<file path="src/rtl/mips_pkg.sv">
// Shared definitions for the instruction/data memory arbiter.
package mips_pkg;

    typedef enum logic [1:0] {
        ARB_IDLE  = 2'd0,
        ARB_IBUSY = 2'd1,
        ARB_DBUSY = 2'd2,
        ARB_DONE  = 2'd3
    } arb_state_e;

    localparam int TIMEOUT_DEFAULT = 16;

    localparam logic GRANT_INSTR = 1'b0;
    localparam logic GRANT_DATA  = 1'b1;

endpackage

</file>
<file path="src/rtl/mem_arb_timer.sv">
// Busy-cycle counter for the memory arbiter; flags expiry when the count reaches TIMEOUT-1.
module mem_arb_timer #(
    parameter int TIMEOUT = 16
) (
    input  logic clk,
    input  logic rst,
    input  logic clear,
    input  logic enable,
    output logic expired
);

    localparam int CW = (TIMEOUT > 1) ? $clog2(TIMEOUT) : 1;

    logic [CW-1:0] count_q;

    always_ff @(posedge clk or negedge rst) begin
        if (!rst) begin
            count_q <= '0;
        end else if (clear) begin
            count_q <= '0;
        end else if (enable) begin
            count_q <= count_q + CW'(1);
        end
    end

    assign expired = (count_q == CW'(TIMEOUT - 1));

endmodule

</file>
<file path="src/rtl/mem_arbiter.sv">
// Round-robin arbiter sharing one memory port between instruction fetch and data access,
// with a timeout that turns an unanswered request into an error completion.
module mem_arbiter
    import mips_pkg::*;
#(
    parameter int TIMEOUT = TIMEOUT_DEFAULT
) (
    input  logic        clk,
    input  logic        rst,
    input  logic        i_req,
    input  logic [31:0] i_addr,
    output logic [31:0] i_rdata,
    output logic        i_ready,
    input  logic        d_req,
    input  logic        d_we,
    input  logic [31:0] d_addr,
    input  logic [31:0] d_wdata,
    output logic [31:0] d_rdata,
    output logic        d_ready,
    output logic        m_req,
    output logic        m_we,
    output logic [31:0] m_addr,
    output logic [31:0] m_wdata,
    input  logic [31:0] m_rdata,
    input  logic        m_ack,
    output logic        err
);

    arb_state_e  state_q, state_d;
    logic        last_grant_q, last_grant_d;
    logic        we_q, we_d;
    logic        err_q, err_d;
    logic [31:0] addr_q, addr_d;
    logic [31:0] wdata_q, wdata_d;
    logic [31:0] i_rdata_q, i_rdata_d;
    logic [31:0] d_rdata_q, d_rdata_d;

    logic busy;
    logic tmr_expired;

    assign busy = (state_q == ARB_IBUSY) || (state_q == ARB_DBUSY);

    mem_arb_timer #(
        .TIMEOUT(TIMEOUT)
    ) u_timer (
        .clk    (clk),
        .rst    (rst),
        .clear  (state_q == ARB_IDLE),
        .enable (busy && !m_ack && !tmr_expired),
        .expired(tmr_expired)
    );

    always_comb begin
        state_d      = state_q;
        last_grant_d = last_grant_q;
        we_d         = we_q;
        err_d        = err_q;
        addr_d       = addr_q;
        wdata_d      = wdata_q;
        i_rdata_d    = i_rdata_q;
        d_rdata_d    = d_rdata_q;

        case (state_q)
            ARB_IDLE: begin
                // Contention goes to whichever side did not win last time.
                if (d_req && (!i_req || last_grant_q == GRANT_INSTR)) begin
                    state_d      = ARB_DBUSY;
                    last_grant_d = GRANT_DATA;
                    addr_d       = d_addr;
                    wdata_d      = d_wdata;
                    we_d         = d_we;
                    err_d        = 1'b0;
                end else if (i_req) begin
                    state_d      = ARB_IBUSY;
                    last_grant_d = GRANT_INSTR;
                    addr_d       = i_addr;
                    wdata_d      = '0;
                    we_d         = 1'b0;
                    err_d        = 1'b0;
                end
            end
            ARB_IBUSY, ARB_DBUSY: begin
                // An ack arriving on the expiry cycle still counts as a good completion.
                if (m_ack || tmr_expired) begin
                    state_d = ARB_DONE;
                    err_d   = !m_ack;
                    if (!we_q) begin
                        if (state_q == ARB_IBUSY) begin
                            i_rdata_d = m_ack ? m_rdata : '0;
                        end else begin
                            d_rdata_d = m_ack ? m_rdata : '0;
                        end
                    end
                end
            end
            ARB_DONE: begin
                state_d = ARB_IDLE;
            end
            default: begin
                state_d = ARB_IDLE;
            end
        endcase
    end

    always_ff @(posedge clk or negedge rst) begin
        if (!rst) begin
            state_q      <= ARB_IDLE;
            last_grant_q <= GRANT_INSTR;
            we_q         <= 1'b0;
            err_q        <= 1'b0;
            addr_q       <= '0;
            wdata_q      <= '0;
            i_rdata_q    <= '0;
            d_rdata_q    <= '0;
        end else begin
            state_q      <= state_d;
            last_grant_q <= last_grant_d;
            we_q         <= we_d;
            err_q        <= err_d;
            addr_q       <= addr_d;
            wdata_q      <= wdata_d;
            i_rdata_q    <= i_rdata_d;
            d_rdata_q    <= d_rdata_d;
        end
    end

    assign m_req   = busy;
    assign m_we    = we_q;
    assign m_addr  = addr_q;
    assign m_wdata = wdata_q;
    assign i_rdata = i_rdata_q;
    assign d_rdata = d_rdata_q;
    assign i_ready = (state_q == ARB_DONE) && (last_grant_q == GRANT_INSTR);
    assign d_ready = (state_q == ARB_DONE) && (last_grant_q == GRANT_DATA);
    assign err     = (state_q == ARB_DONE) && err_q;

endmodule
</file>
<file path="config.mk">
export PLATFORM = sky130hd
export DESIGN_NAME = mem_arbiter
export DESIGN_NICKNAME = d
export VERILOG_FILES = /design/src/rtl/mips_pkg.sv /design/src/rtl/mem_arb_timer.sv /design/src/rtl/mem_arbiter.sv
export SDC_FILE = /design/constraint.sdc
export NUM_CORES = 1
export LEC_CHECK = 0
export ABC_AREA = 1
export BUFFER_PORTS_ARGS = -buffer_cell sky130_fd_sc_hd__buf_4
export CORE_MARGIN = 10
export CORE_UTILIZATION = 42
export CTS_CLUSTER_SIZE = 30
export DETAILED_ROUTE_END_ITERATION = 6
export PLACE_DENSITY = 0.76
export SYNTH_ARGS = -nofsm -noshare
export SYNTH_HDL_FRONTEND = slang
export SYNTH_SLANG_ARGS = --single-unit
</file>
<file path="constraint.sdc">
create_clock -name clk -period 1.45 [get_ports clk]
set_input_delay 0.29 -clock clk [delete_from_list [all_inputs] [get_ports clk]]
set_output_delay 0.29 -clock clk [all_outputs]
set_load 0.01 [all_outputs]
</file>
Yosys cells after proc, flatten, opt, wreduce, memory -nomap -nowiden. Index checks and enable logic that the tools add are counted.

Register bits: 137. Input port bits: 134. Output and inout port bits: 133. Word-level logic and storage cells: 58.

Add/sub/neg operators: 1. Equal/unequal tests: 6. Multiplexer cells: 17. Bitwise operators: 3. Reduce and logical (&&, ||, !) cells: 22.

Operators with widths (count): $mux W32 (5); $mux W4 (2); $reduce_and A4 Y1 (2); $logic_and A1 B1 Y1 (6); $mux W2 (3); $pmux W2 S3 (1); $reduce_bool A2 Y1 (3); $mux W1 (5); $add A4 B1 Y4 const B (1); $eq A2 B2 Y1 const B (2); $eq A4 B4 Y1 const B (1); $reduce_and A2 Y1 (2); $logic_not A1 Y1 (3); $logic_or A1 B1 Y1 (3); $ne A3 B3 Y1 const B (1); $not A1 Y1 (3); $reduce_and A3 Y1 (1); $eq A2 B1 Y1 const B (1); $logic_not A2 Y1 (1); $ne A2 B2 Y1 const B (1); $pmux W1 S2 (1); $reduce_or A2 Y1 (1).

Longest topological paths before layout.
Depth after elaboration: 6. Gate-level depth with buffers: 9. Gate-level depth less buffers: 9.

Cells and area by module. From an unflattened synthesis, not the netlist that was laid out.

Cells, all modules: 700. Area total of the unflattened synthesis: 5869.4 µm².

Modules (own cells, without submodules): mem_arbiter (instances 1, cells an instance 674, area an instance 5657.9 µm², sequential area each 3328.2 µm²); mem_arb_timer (instances 1, cells an instance 26, area an instance 211.5 µm², sequential area each 100.1 µm²).

Worst setup path after synthesis. OpenSTA, ideal clock, no wires.

Kind: register -> register. Start: reg state_q[0]. End: reg i_rdata_q[10] (netlist: i_rdata[10]). Setup time: 126 ps. Data arrival time: 1425 ps. Data required time: 1324 ps. Path slack: -101 ps. Stages on the path, launching flop included: 9. Path buffers: 1. Clock period less this slack: 1551 ps. Path through: dfrtp_1 > inv_1 > ha_1 > inv_1 > nor2_1 > nand3_2 > buf_2 > nand2_1 > o21ai_0.

Longest elaborated chain between the ends: 3. Elaborated cells between the ends (all ways): 4. Those cells by class: 2 x eq/ne; 2 x reduce/logical.

RTL lines: start, declared (RTL line mem_arbiter.sv:29) `arb_state_e state_q, state_d;`; start signal, assigned (RTL line mem_arbiter.sv:116) `state_q <= state_d;`; $eq A2 B1 Y1 / $eq A2 B2 Y1 (equally long branches) (RTL line mem_arbiter.sv:63, mem_arbiter.sv:88); $reduce_or A2 Y1 (RTL line mem_arbiter.sv:63) `case (state_q)`; $reduce_and A4 Y1 (no source line) (*); end signal, assigned (RTL line mem_arbiter.sv:122) `i_rdata_q <= i_rdata_d;`; end, declared (RTL line mem_arbiter.sv:35) `logic [31:0] i_rdata_q, i_rdata_d;`.

Mark *: on every way between the ends. The rest lies on a longest branch, timed or not. A chain may end at the register's enable or synchronous reset.

Worst setup path after layout.
Start: reg state_q[0]. End: out d_ready.

Longest elaborated chain between the ends: 2.

RTL lines: $eq A2 B2 Y1 (RTL line mem_arbiter.sv:134) `assign d_ready = (state_q == ARB_DONE) && (last_grant_q == GRANT_DATA);`; $logic_and A1 B1 Y1 (RTL line mem_arbiter.sv:134); end, declared (RTL line mem_arbiter.sv:19) `output logic d_ready,`.

Every way passes these cells.

==> run_results.csv <==
group,metric,value,unit
cells_and_area,fin_nets,1111,
timing,skew,0.00709,ns
critical_path,r2r-end,"i_rdata[31]$_DFFE_PN0P_",
synth,synthesis.nets,829,
min_path,hp-class,"input pin to flop",
floorplan,dieArea,19100,um^2
power_and_ir_drop,power-per-cell-area,2100,nW/um^2
power_and_ir_drop,vdd_drop_max,1.03,mV
clock_network,cts_htree_levels,4,
floorplan,num_rows,43,
clock_network,clk_latency,0.41,ns
critical_path,path_buf_inv,3,
routing,drtAntennaViolNets,0,
synth,ys_ff_latch,137,
synth,synthXorXnorAreaFrac,0.149,%
routing,vias,5516,
synth,synth-simple-area-share,20.7,%
cells_and_area,fin_area,9030,um^2
synth,synth-adder-area-share,0.854,%
routing,vias_per_cell,4.73,
timing,tns,-1.61,ns
critical_path,crit_top_cell,"buf_6",
routing,routed_wl,19200,um
placed_design,placed_area,8190,um^2
synth,synth_top_family_by_area,"simple AND/OR/NAND/NOR gates",
clock_network,root_buffer,"clkbuf_16",
critical_path,worstReg2RegStart,"state_q[0]$_DFFE_PN0P_",
placed_design,place_congestion,0.854,
clock_network,cts_buffers,17,
synth,synth-seq-area-share,58.5,%
status,violations,"negative setup slack",
critical_path,startpoint,"state_q[0]$_DFFE_PN0P_",
synth,avgSynthCellArea,8.48,um^2
timing,max_clock_freq,628,MHz
clock_network,cts_tree,"yes",
power_and_ir_drop,leakagePower,4.77,nW
synth,synth_area_leaders,"dfrtp_1 (58%), nand2_1 (16%), o21ai_0 (10%)",
synth,synthMuxAreaShare,0,%
synth,synth_top_area_share,58.5,%
critical_path,ff2ff_setup_slack,-0.07,ns
min_path,hold_end,"m_wdata[16]$_DFFE_PN0P_",
floorplan,ios,267,
timing,setup_viol,48,
synth,syn_inst,691,
grt,grt_usage,18.4,%
cells_and_area,drive_above_1_share,35.2,%
routing,routedLengthMet1,7760,um
critical_path,critPathCaptureType,"output pin",
grt,antenna_found_initial,0,
critical_path,crit_family,"flip-flops",
critical_path,slowest_delay,0.40,ns
critical_path,timing.critical_path.fanout_max,3,
min_path,hold_path.startpoint,"d_wdata[16]",
clock_network,cts.sinks,137,
synth,ys_warn_count,0,
min_path,hold-path-cell-count,3,
synth,synth.distinct_cells,20,
grt,grt.overflow.total,0,
routing,wl_per_cell,16.5,um
cells_and_area,antenna_cells,0,
placed_design,numPortBuffers,266,
floorplan,start_util,42.6,%
clock_network,cts.path.max_buffers,2,
critical_path,worstSetupPathType,"flop to output pin",
critical_path,cp-start-kind,"flop",
cells_and_area,syn2layout_area_growth,54.0,%
cells_and_area,mostFrequentLayoutCell,"buf_4",
synth,synth_compound_area_share,11.5,%
grt,grt_start_max_net_pins,65,
timing,slew_headroom,73.5,%
routing,top_layer,"met4",
critical_path,critical_path_required,1.16,ns
synth,syn-cell-area,5860,um^2
timing,tightest_slew,0.397,ns
timing,period_minus_slack,1.59,ns
floorplan,fp.dieW,138,um
power_and_ir_drop,power.total,19.0,mW
critical_path,arrival,1.30,ns
floorplan,dieHeight,138,um
routing,drtIter0Drc,313,
placed_design,place_ws,-0.0593,ns
routing,wl_met2,9940,um
critical_path,path_cells,"buf_6 -> ha_4 -> nand2_1 -> inv_1 -> buf_6",
timing,report.final.slew_viol_count,0,
grt,grt_pass1_wl,28900,um
timing,fin_crit_sh,110,%
floorplan,core,13800,um^2
critical_path,reg2reg_depth,8,
timing,setup_ws,-0.143,ns
routing,wl_met3,1120,um
timing,grt_setup_unrepaired,"true",
critical_path,crit_path_top_delay_cell,"dfrtp_1",
routing,drtPass1Iterations,5,
timing,hold_violations,0,
routing,drc,0,
status,status,"complete, but fails checks",
placed_design,dp_hpwl,13800,um
synth,synth_top_cell_by_area,"dfrtp_1",
cells_and_area,fillers,1183,
job,maxCapViolCount,0,
cells_and_area,final_cell_mix,"buf_4 (274), nand2_1 (243), dfrtp_1 (137)",
cells_and_area,fin_util,65.6,%
clock_network,cts.clk_slew.worst_paths,0.06,ns
grt,grt_pass1_vias,5402,
## per-layer routing
metal | GRT usage [%] | vias to the layer above
met4 | 6.49 | 0
li1 | - | 2743
met5 | 0 | -
met3 | 5.89 | 23
met2 | 31.7 | 162
met1 | 21.1 | 2588
## tightest hold or removal path, stage by stage
cell and delay (ns):
buf_4 0.08, nand2_1 0.04, o21ai_0 0.05
## logic make-up after synthesis
group	after synthesis
compound gates	132
xor+xnor	1
fa+ha+maj	4
buf+inv	117
flops	137
simple gates	300
## worst max path at each step
| stage | to | slack, ns | cells past startpoint |
|---|---|---|---|
| 6_report | d_ready | -0.14 | 5 |
| 5_1_grt | i_ready | -0.19 | 5 |
| 4_1_cts | d_ready | -0.17 | 5 |
| 3_5_place_dp | i_rdata[31]$_DFFE_PN0P_ | -0.06 | 8 |
| 3_3_place_gp | i_rdata[23]$_DFFE_PN0P_ | 0.02 | 8 |
| 2_1_floorplan | i_rdata[10]$_DFFE_PN0P_ | -0.02 | 8 |
## synth_stat cells
cell type	n
buf_2	17
xor2_1	1
clkbuf_2	6
clkbuf_1	12
dfrtp_1	137
o21ai_1	14
ha_1	4
buf_1	1
nor2_1	5
o21ai_0	117
buf_6	3
nand3_2	2
nand4_1	4
inv_1	78
a21oi_4	1
nand3b_1	1
nand2_1	246
nand2_2	1
nand2_4	1
nand3_1	40
## power breakdown
group	leakage (nW)	internal (mW)	switching, mW
clock	0.266	2.66	1.54
sequential	1.77	5.44	0.899
combinational	2.73	4.04	4.39
## repair_timing
| action | CTS | global route |
|---|---|---|
| buffers inserted | 0 | 3 |
| setup endpoints to repair | 40 | 129 |
| hold buffers | 1 | 0 |
| pin swaps | 2 | 2 |
| endpoints found under the hold margin | 137 | 0 |
| resized for setup | 18 | 29 |
| cloned | 0 | 7 |
## layout make-up
class                   count  area [um^2]  share of cell area [%]
flip-flops and latches    137         3430                    38.0
multi-input cells         437         2000                    22.2
well taps                 180          225                    2.49
repair buffers            302         2510                    27.8
clock inverters             6         90.1                   0.998
inverters                  78          293                    3.24
clock buffers              25          485                    5.38
## flip-flops by register name (all words and copies together) (netlist names)
register         count
d_rdata             32
i_rdata             32
m_addr              32
m_wdata             32
u_timer.count_q      4
state_q              2
err_q                1
last_grant_q         1
m_we                 1
## per-stage QoR
stage	instances	hold WS, ns
floorplan	691	-0.00559
global placement	1123	0.109
detailed placement	1123	0.106
CTS	1155	0.0676
global route	1165	0.0715
finish	1165	0.0845
(Power assumes the default switching activity.)
